[src/rtl/s_accumulator_if.sv]
// Bundle between a position producer/consumer and the signed accumulator:
// control, sample handshake and registered result.
interface s_accumulator_if #(
  parameter int unsigned WIDTH    = 16,
  parameter int unsigned IN_WIDTH = 16
);
  logic                clr;
  logic                load;
  logic [WIDTH-1:0]    load_val;
  logic                in_valid;
  logic                in_ready;
  logic                in_sub;
  logic [IN_WIDTH-1:0] in_data;
  logic                out_valid;
  logic                out_ready;
  logic [WIDTH-1:0]    acc;
  logic                ovf;
  logic                ovf_sticky;

  modport master (
    output clr, load, load_val, in_valid, in_sub, in_data, out_ready,
    input  in_ready, out_valid, acc, ovf, ovf_sticky
  );

  modport slave (
    input  clr, load, load_val, in_valid, in_sub, in_data, out_ready,
    output in_ready, out_valid, acc, ovf, ovf_sticky
  );
endinterface

[src/rtl/s_accumulator.sv]
// Signed running accumulator with wrap/saturate overflow handling, sticky
// overflow flag and a 1-deep registered valid/ready result.
module s_accumulator #(
  parameter int unsigned WIDTH    = 16,
  parameter int unsigned IN_WIDTH = 16,
  parameter bit          SATURATE = 1'b0
) (
  input logic            clk,
  input logic            rst,
  s_accumulator_if.slave bus
);

  logic [WIDTH-1:0] r_acc;
  logic             r_ovf;
  logic             r_ovf_sticky;
  logic             r_out_valid;

  logic             w_in_ready;
  logic             w_accept;
  logic [WIDTH:0]   w_acc_ext;
  logic [WIDTH:0]   w_data_ext;
  logic [WIDTH:0]   w_sum;
  logic             w_v;
  logic [WIDTH-1:0] w_next_acc;

  // Output register drains whenever the consumer takes it, so no bubble.
  assign w_in_ready = ~r_out_valid | bus.out_ready;
  assign w_accept   = bus.in_valid & w_in_ready & ~bus.clr & ~bus.load;

  // One extra bit keeps the sum exact, including subtracting the most negative sample.
  assign w_acc_ext  = {r_acc[WIDTH-1], r_acc};
  assign w_data_ext = {{(WIDTH + 1 - IN_WIDTH){bus.in_data[IN_WIDTH-1]}}, bus.in_data};

  always_comb begin
    w_sum = bus.in_sub ? (w_acc_ext - w_data_ext) : (w_acc_ext + w_data_ext);
    w_v   = w_sum[WIDTH] ^ w_sum[WIDTH-1];
    w_next_acc = w_sum[WIDTH-1:0];
    if (SATURATE && w_v) begin
      w_next_acc = w_sum[WIDTH] ? {1'b1, {(WIDTH - 1){1'b0}}} : {1'b0, {(WIDTH - 1){1'b1}}};
    end
  end

  always_ff @(posedge clk or posedge rst) begin
    if (rst) begin
      r_acc        <= '0;
      r_ovf        <= 1'b0;
      r_ovf_sticky <= 1'b0;
      r_out_valid  <= 1'b0;
    end else if (bus.clr) begin
      r_acc        <= '0;
      r_ovf        <= 1'b0;
      r_ovf_sticky <= 1'b0;
      r_out_valid  <= 1'b0;
    end else if (bus.load) begin
      r_acc       <= bus.load_val;
      r_ovf       <= 1'b0;
      r_out_valid <= 1'b1;
    end else if (w_accept) begin
      r_acc        <= w_next_acc;
      r_ovf        <= w_v;
      r_ovf_sticky <= r_ovf_sticky | w_v;
      r_out_valid  <= 1'b1;
    end else if (bus.out_ready) begin
      r_out_valid <= 1'b0;
    end
  end

  assign bus.in_ready   = w_in_ready;
  assign bus.out_valid  = r_out_valid;
  assign bus.acc        = r_acc;
  assign bus.ovf        = r_ovf;
  assign bus.ovf_sticky = r_ovf_sticky;

endmodule

[src/flat_wrapper.sv]
// flat-port wrapper written by rule: the top's interface ports become plain ports
module s_accumulator_flat 
#(
  parameter int unsigned WIDTH    = 16,
  parameter int unsigned IN_WIDTH = 16,
  parameter bit          SATURATE = 1'b0
)
  (clk, rst, bus_clr, bus_load, bus_load_val, bus_in_valid, bus_in_sub, bus_in_data, bus_out_ready, bus_in_ready, bus_out_valid, bus_acc, bus_ovf, bus_ovf_sticky);
  s_accumulator_if #(.WIDTH(WIDTH), .IN_WIDTH(IN_WIDTH)) bus_i ();
  input logic clk;
  input logic rst;
  input wire logic [$bits(bus_i.clr)-1:0] bus_clr;
  input wire logic [$bits(bus_i.load)-1:0] bus_load;
  input wire logic [$bits(bus_i.load_val)-1:0] bus_load_val;
  input wire logic [$bits(bus_i.in_valid)-1:0] bus_in_valid;
  input wire logic [$bits(bus_i.in_sub)-1:0] bus_in_sub;
  input wire logic [$bits(bus_i.in_data)-1:0] bus_in_data;
  input wire logic [$bits(bus_i.out_ready)-1:0] bus_out_ready;
  output wire logic [$bits(bus_i.in_ready)-1:0] bus_in_ready;
  output wire logic [$bits(bus_i.out_valid)-1:0] bus_out_valid;
  output wire logic [$bits(bus_i.acc)-1:0] bus_acc;
  output wire logic [$bits(bus_i.ovf)-1:0] bus_ovf;
  output wire logic [$bits(bus_i.ovf_sticky)-1:0] bus_ovf_sticky;
  assign bus_i.clr = bus_clr;
  assign bus_i.load = bus_load;
  assign bus_i.load_val = bus_load_val;
  assign bus_i.in_valid = bus_in_valid;
  assign bus_i.in_sub = bus_in_sub;
  assign bus_i.in_data = bus_in_data;
  assign bus_i.out_ready = bus_out_ready;
  assign bus_in_ready = bus_i.in_ready;
  assign bus_out_valid = bus_i.out_valid;
  assign bus_acc = bus_i.acc;
  assign bus_ovf = bus_i.ovf;
  assign bus_ovf_sticky = bus_i.ovf_sticky;
  s_accumulator #(.WIDTH(WIDTH), .IN_WIDTH(IN_WIDTH), .SATURATE(SATURATE)) u_core (.clk(clk), .rst(rst), .bus(bus_i));
endmodule
[config.mk]
export PLATFORM = sky130hd
export DESIGN_NAME = s_accumulator_flat
export DESIGN_NICKNAME = d
export VERILOG_FILES = /design/src/rtl/s_accumulator_if.sv /design/src/rtl/s_accumulator.sv /design/src/flat_wrapper.sv
export SDC_FILE = /design/constraint.sdc
export NUM_CORES = 1
export LEC_CHECK = 0
export ABC_AREA = 0
export CAP_MARGIN = 40
export CORE_MARGIN = 1.5
export CORE_UTILIZATION = 27
export CTS_CLUSTER_SIZE = 30
export DETAILED_ROUTE_END_ITERATION = 16
export PLACE_DENSITY_LB_ADDON = 0.15
export SLEW_MARGIN = 25
export SYNTH_ARGS = -nofsm -noshare
export SYNTH_HDL_FRONTEND = slang
export SYNTH_SLANG_ARGS = --single-unit
export TNS_END_PERCENT = 5
[constraint.sdc]
create_clock -name clk -period 3.25 [get_ports clk]
set_clock_uncertainty 0.05 [all_clocks]
set_input_delay 0.325 -clock clk [delete_from_list [all_inputs] [get_ports clk]]
set_output_delay 0.325 -clock clk [all_outputs]
set_load 0.02 [all_outputs]
**Yosys cells after proc, flatten, opt, wreduce, memory -nomap -nowiden**

Cells that the tools add are included.

- Input bits: 39
- Register bits after elaboration: 19
- Output and inout port bits: 20

- Eq/ne operators: 1
- Add/subtract/negate cells: 2
- Reductions and logical operators: 4
- Muxes and demuxes: 14
- Bitwise operators: 9

Operators by type and width:

| kind | number |
|---|---|
| $mux 16 | 3 |
| $add 16x16->17 | 1 |
| $mux 17 | 1 |
| $sub 16x16->17 | 1 |
| $mux 1 | 10 |
| $reduce_bool 4->1 | 1 |
| $and 1x1->1 | 3 |
| $not 1->1 | 3 |
| $reduce_bool 3->1 | 1 |
| $ne 2x2->1 const B | 1 |
| $or 1x1->1 | 2 |
| $reduce_and 2->1 | 1 |
| $reduce_bool 2->1 | 1 |
| $xor 1x1->1 | 1 |

**Depth between registers and ports, before layout**

- Depth after elaboration: 8
- Gate-level depth with buffers: 14

**Worst setup path after synthesis**

OpenSTA, ideal clock, no wires.

- Path type: input to register
- Start point: in bus_in_data[6]
- End point: reg u_core.r_acc[12], in the netlist u_core.bus.acc[12]
- Buffers on the path: 0
- Setup time: 0.138 ns
- Required time: 3.062 ns
- Stages: 12
- Arrival time: 2.857 ns
- Slack: 0.205 ns
- Cells stage by stage: or4_4 nor4b_4 nor2_1 xnor2_1 ha_1 and3_1 a21boi_0 a211oi_1 o21ai_1 xnor2_1 nor3_1 a211oi_1

- Word-level cells in the longest chain between the ends: 5
- Elaborated cells on any way between the ends: 6

RTL lines:

| what | RTL line | source |
|---|---|---|
| from (decl) | flat_wrapper.sv:17 | `input wire logic [$bits(bus_i.in_data)-1:0] bus_in_data;` |
| $add 16x16->17 / $sub 16x16->17 (equally long branches) | s_accumulator.sv:35 | `w_sum = bus.in_sub ? (w_acc_ext - w_data_ext) : (w_acc_ext + w_data_ext);` |
| $mux 17 (*) | s_accumulator.sv:35 |  |
| $mux 16 (*) | s_accumulator.sv:58 | `end else if (w_accept) begin` |
| $mux 16 (*) | s_accumulator.sv:54 | `end else if (bus.load) begin` |
| $mux 16 (*) | s_accumulator.sv:49 | `end else if (bus.clr) begin` |
| to (signal assigned) | s_accumulator.sv:55 | `r_acc <= bus.load_val;` |
| to (signal assigned) | s_accumulator.sv:59 | `r_acc <= w_next_acc;` |
| to (decl) | s_accumulator.sv:13 | `logic [WIDTH-1:0] r_acc;` |

Mark *: on every way between the ends. The rest lies on a longest branch, timed or not. The select of a mux whose other input is x is not followed.
A chain may end at the register's enable or synchronous reset.

**Worst setup path after layout**

- Start point: in bus_in_data[4]
- End point: reg u_core.r_ovf_sticky, in the netlist u_core.bus.ovf_sticky

- Word-level cells in the longest chain between the ends: 7
- Elaborated cells on any way between the ends: 8

RTL lines:

| what | RTL line | source |
|---|---|---|
| $add 16x16->17 / $sub 16x16->17 (equally long branches) | s_accumulator.sv:35 |  |
| $mux 17 (*) | s_accumulator.sv:35 |  |
| $xor 1x1->1 (*) | s_accumulator.sv:36 | `w_v = w_sum[WIDTH] ^ w_sum[WIDTH-1];` |
| $or 1x1->1 (*) | s_accumulator.sv:61 | `r_ovf_sticky <= r_ovf_sticky \| w_v;` |
| $mux 1 (*) | s_accumulator.sv:58 |  |
| $mux 1 (*) | s_accumulator.sv:54 |  |
| $mux 1 (*) | s_accumulator.sv:49 |  |
| to (signal assigned) | s_accumulator.sv:61 |  |
| to (decl) | s_accumulator.sv:15 | `logic r_ovf_sticky;` |

Marked as above.

==> results.md <==
- Status: completed
- CTS Buf Count: 3
- Non-Filler Instances: 469
- Core footprint: 0.00725 mm2
- DR iter-0 viols: 127
- Htree depth: 1
- # IOs: 59
- Asr flop ratio synth: 100%
- Vias: 2,219
- Sequential cell area: 475 um2
- Simple-gate share of the synthesized area: 21.4%
- N_diodes: 0
- Mapped Cells: 263
- Share of the synthesized area in the top cell type: 23.5%
- Post-Synth Adder-Cell Area: 11.5%
- Place WS: -462 ps
- Multiplexer area fraction after synthesis: 0.988%
- Initial antenna violation count: 0
- Setup ws final: 113 ps
- Syn nets: 320
- Initial Utilization: 27.9%
- Vias in the first global route: 2,020
- Part of the cycle the worst path needs: 96.5%
- Mapped Area: 0.00203 mm2
- Setup TNS Final: 0 ps
- Min cycle time layout: 3140 ps
- M3 GR Usage: 1.46%
- Synth Area in XOR/XNOR: 13.3%
- Cell with the most instances after synthesis: nor2_1
- Clock latency on the worst-skew pair: 250 ps
- Clk slew on worst S/H paths: 70 ps
- Placer Congestion: 0.802
- First-pass GRT wire length: 9930 um
- Fillers: 725
- Placed Cells: 455
- Setup-failing EPs final: 0
- Layout area overhead: 59.7%
- Largest net degree at the start of global routing: 25
- M1 GR Usage: 25.9%
- Clk buf depth: 2
- Area contributors post-synth: dfrtp_1, ha_1, xnor2_1
- Router iterations before antenna repair: 4
- Leak: 1.45 nW
- Worst setup EP type: register
- Slew margin rel.: 48.7%
- Mean Syn Cell Area: 7.70 um2
- Post-DRT Antenna Nets: 0
- Vias per cell: 4.73
- Hold Crit Class: input pin to async pin
- Final Max Slew Viols: 0
- Critical-path maximum fanout: 4
- Post-synth top flop: dfrtp_1
- Number of synthesized flops with an enable pin: 0
- DIE HEIGHT: 89.6 um
- Power Total: 1.11 mW
- Met2 usage: 22.8%
- Max-cap violations: 0
- Routed WL: 6520 um
- Worst-Margin Slew: 768 ps
- Critical path class: input pin to register
- Final hold vios: 0
- Ys Warns: 0
- Achievable frequency: 0.319 GHz
- DP HPWL: 5110 um
- Complex-gate fraction of the synthesized area: 25.9%
- Total track usage: 16.0%
- Minimum hold slack: 201 ps
- DRC errors left: 0
- Req. time, crit path: 3330 ps
- CTS tree: built
- Commonest cells post-synth: nor2_1, a21oi_1, nand2_1
- CTS sink count: 19
- Maximum vdd drop: 162 uV
- P per Cell Area: 344 mW/mm2
- Grt total ovfl: 0
- Die Span X: 89.6 um
- Num rows: 31
- Largest family of logic cells by synthesized area: compound AO/OA/AOI/OAI gates
- Die ar.: 0.00803 mm2
- CTS root buffer: clkbuf_8
- Multi-input combinational cell area: 0.00156 mm2
- Startpoint types: input pin
- Hold Buf Count CTS: 0
- DR WL/cell: 13.9 um
- Critical Path AT: 3220 ps
- Seq cells post-synth: 19
- Number of buffers added on ports: 58
- RSZ-0062 raised after global routing: true
- Netlist cell types: 40
- Sequential area share after synthesis: 23.5%
- Yosys top cell by area: dfrtp_1
- Fraction of layout cells with a size suffix above 1: 20.5%
- Gr busiest metal: met1
- Nets: 428
## critical path, cell delays in order
cell	delay, ps
buf_6	90
or4_4	540
nor4b_4	280
buf_4	200
a31oi_4	90
xnor2_1	140
ha_1	350
buf_4	150
buf_4	120
nand3_1	60
nand2_1	60
a21oi_1	160
o211ai_1	120
xnor2_1	230
xnor2_1	180
o2bb2ai_1	90
## cells in the final DEF, fill, tap and decap left out, types with 2 or more instances in the layout
cell type        instances
mux2i_1                  2
xnor2_1                 20
a21o_1                   3
o21ai_1                  5
ha_1                    15
nor3_2                   2
nor4_1                   2
a211oi_1                 6
xnor2_2                  2
nor3_1                   7
xor2_1                   8
nand2b_1                 4
clkbuf_8                 3
buf_4                   53
o21a_1                   2
clkbuf_2                 2
nor2_1                  34
dfrtp_1                 19
nand4_1                  3
o21bai_1                 2
a21oi_1                 31
clkdlybuf4s50_1         52
nand3_1                  4
a31oi_1                  3
inv_1                    9
o211a_1                  5
dlymetal6s2s_1           3
and3_1                   4
a31oi_4                  2
nand2_1                 21
o21ai_0                 16
o211ai_1                 3
## logic make-up after synthesis
group / count (synthesis)
AOI/OAI and AO/OA: 85
xor gates and xnor gates: 30
adders and majority gates: 18
buffers and inverters: 18
DFF: 19
muxes: 2
and+or+nand+nor: 91
## final cells by class
cell class	count	area share, %
Clock buffer	4	1.39
Inverter	9	1.04
Multi-Input combinational cell	226	48.4
Sequential cell	19	14.7
Tap cell	99	3.83
Timing Repair Buffer	112	30.7
## where the power goes
group,switching (mW),internal [mW]
combinational,0.325,0.339
sequential,0.0272,0.259
clock,0.0765,0.0870
total,0.429,0.685
## flip-flops by register name (all words and copies together), names as in the netlist
register and flops:
u_core.bus.acc 16, u_core.bus.out_valid 1, u_core.bus.ovf 1, u_core.bus.ovf_sticky 1
## stage by stage
step / area [um2] / utilization, %
floorplan: 2030 / -
detailed placement: 3030 / 41.7
global route: 3230 / 44.6
global placement: 3030 / 41.7
finish: 3230 / 44.6
CTS: 3110 / 42.8
## layer usage
metal  up-vias  wire length [um]
li1       1161                 -
met1       986              3400
met2        70              2680
met3         2               411
met4         0                34
met5         -                 0
## what timing repair did
item | CTS | global route
pin swaps | 14 | 16
setup endpoints to repair | 7 | 10
buffers inserted | 4 | 5
resized for setup | 7 | 22
## path summary, 6_finish.rpt
check,startpoint,end,slack [ps],cells past startpoint
max in group asynchronous,rst,u_core.bus.acc[6]$_DFFE_PP0P_,2600,3
setup reg to reg,u_core.bus.acc[0]$_DFFE_PP0P_,u_core.bus.acc[14]$_DFFE_PP0P_,660,11
min in group clk,u_core.bus.ovf_sticky$_DFFE_PP0P_,u_core.bus.ovf_sticky$_DFFE_PP0P_,490,1
setup / recovery,bus_in_data[4],u_core.bus.ovf_sticky$_DFFE_PP0P_,110,16
hold / removal,rst,u_core.bus.acc[11]$_DFFE_PP0P_,200,2
hold reg to reg,u_core.bus.ovf_sticky$_DFFE_PP0P_,u_core.bus.ovf_sticky$_DFFE_PP0P_,490,1
No activity file was read; power rests on OpenSTA's default activity.
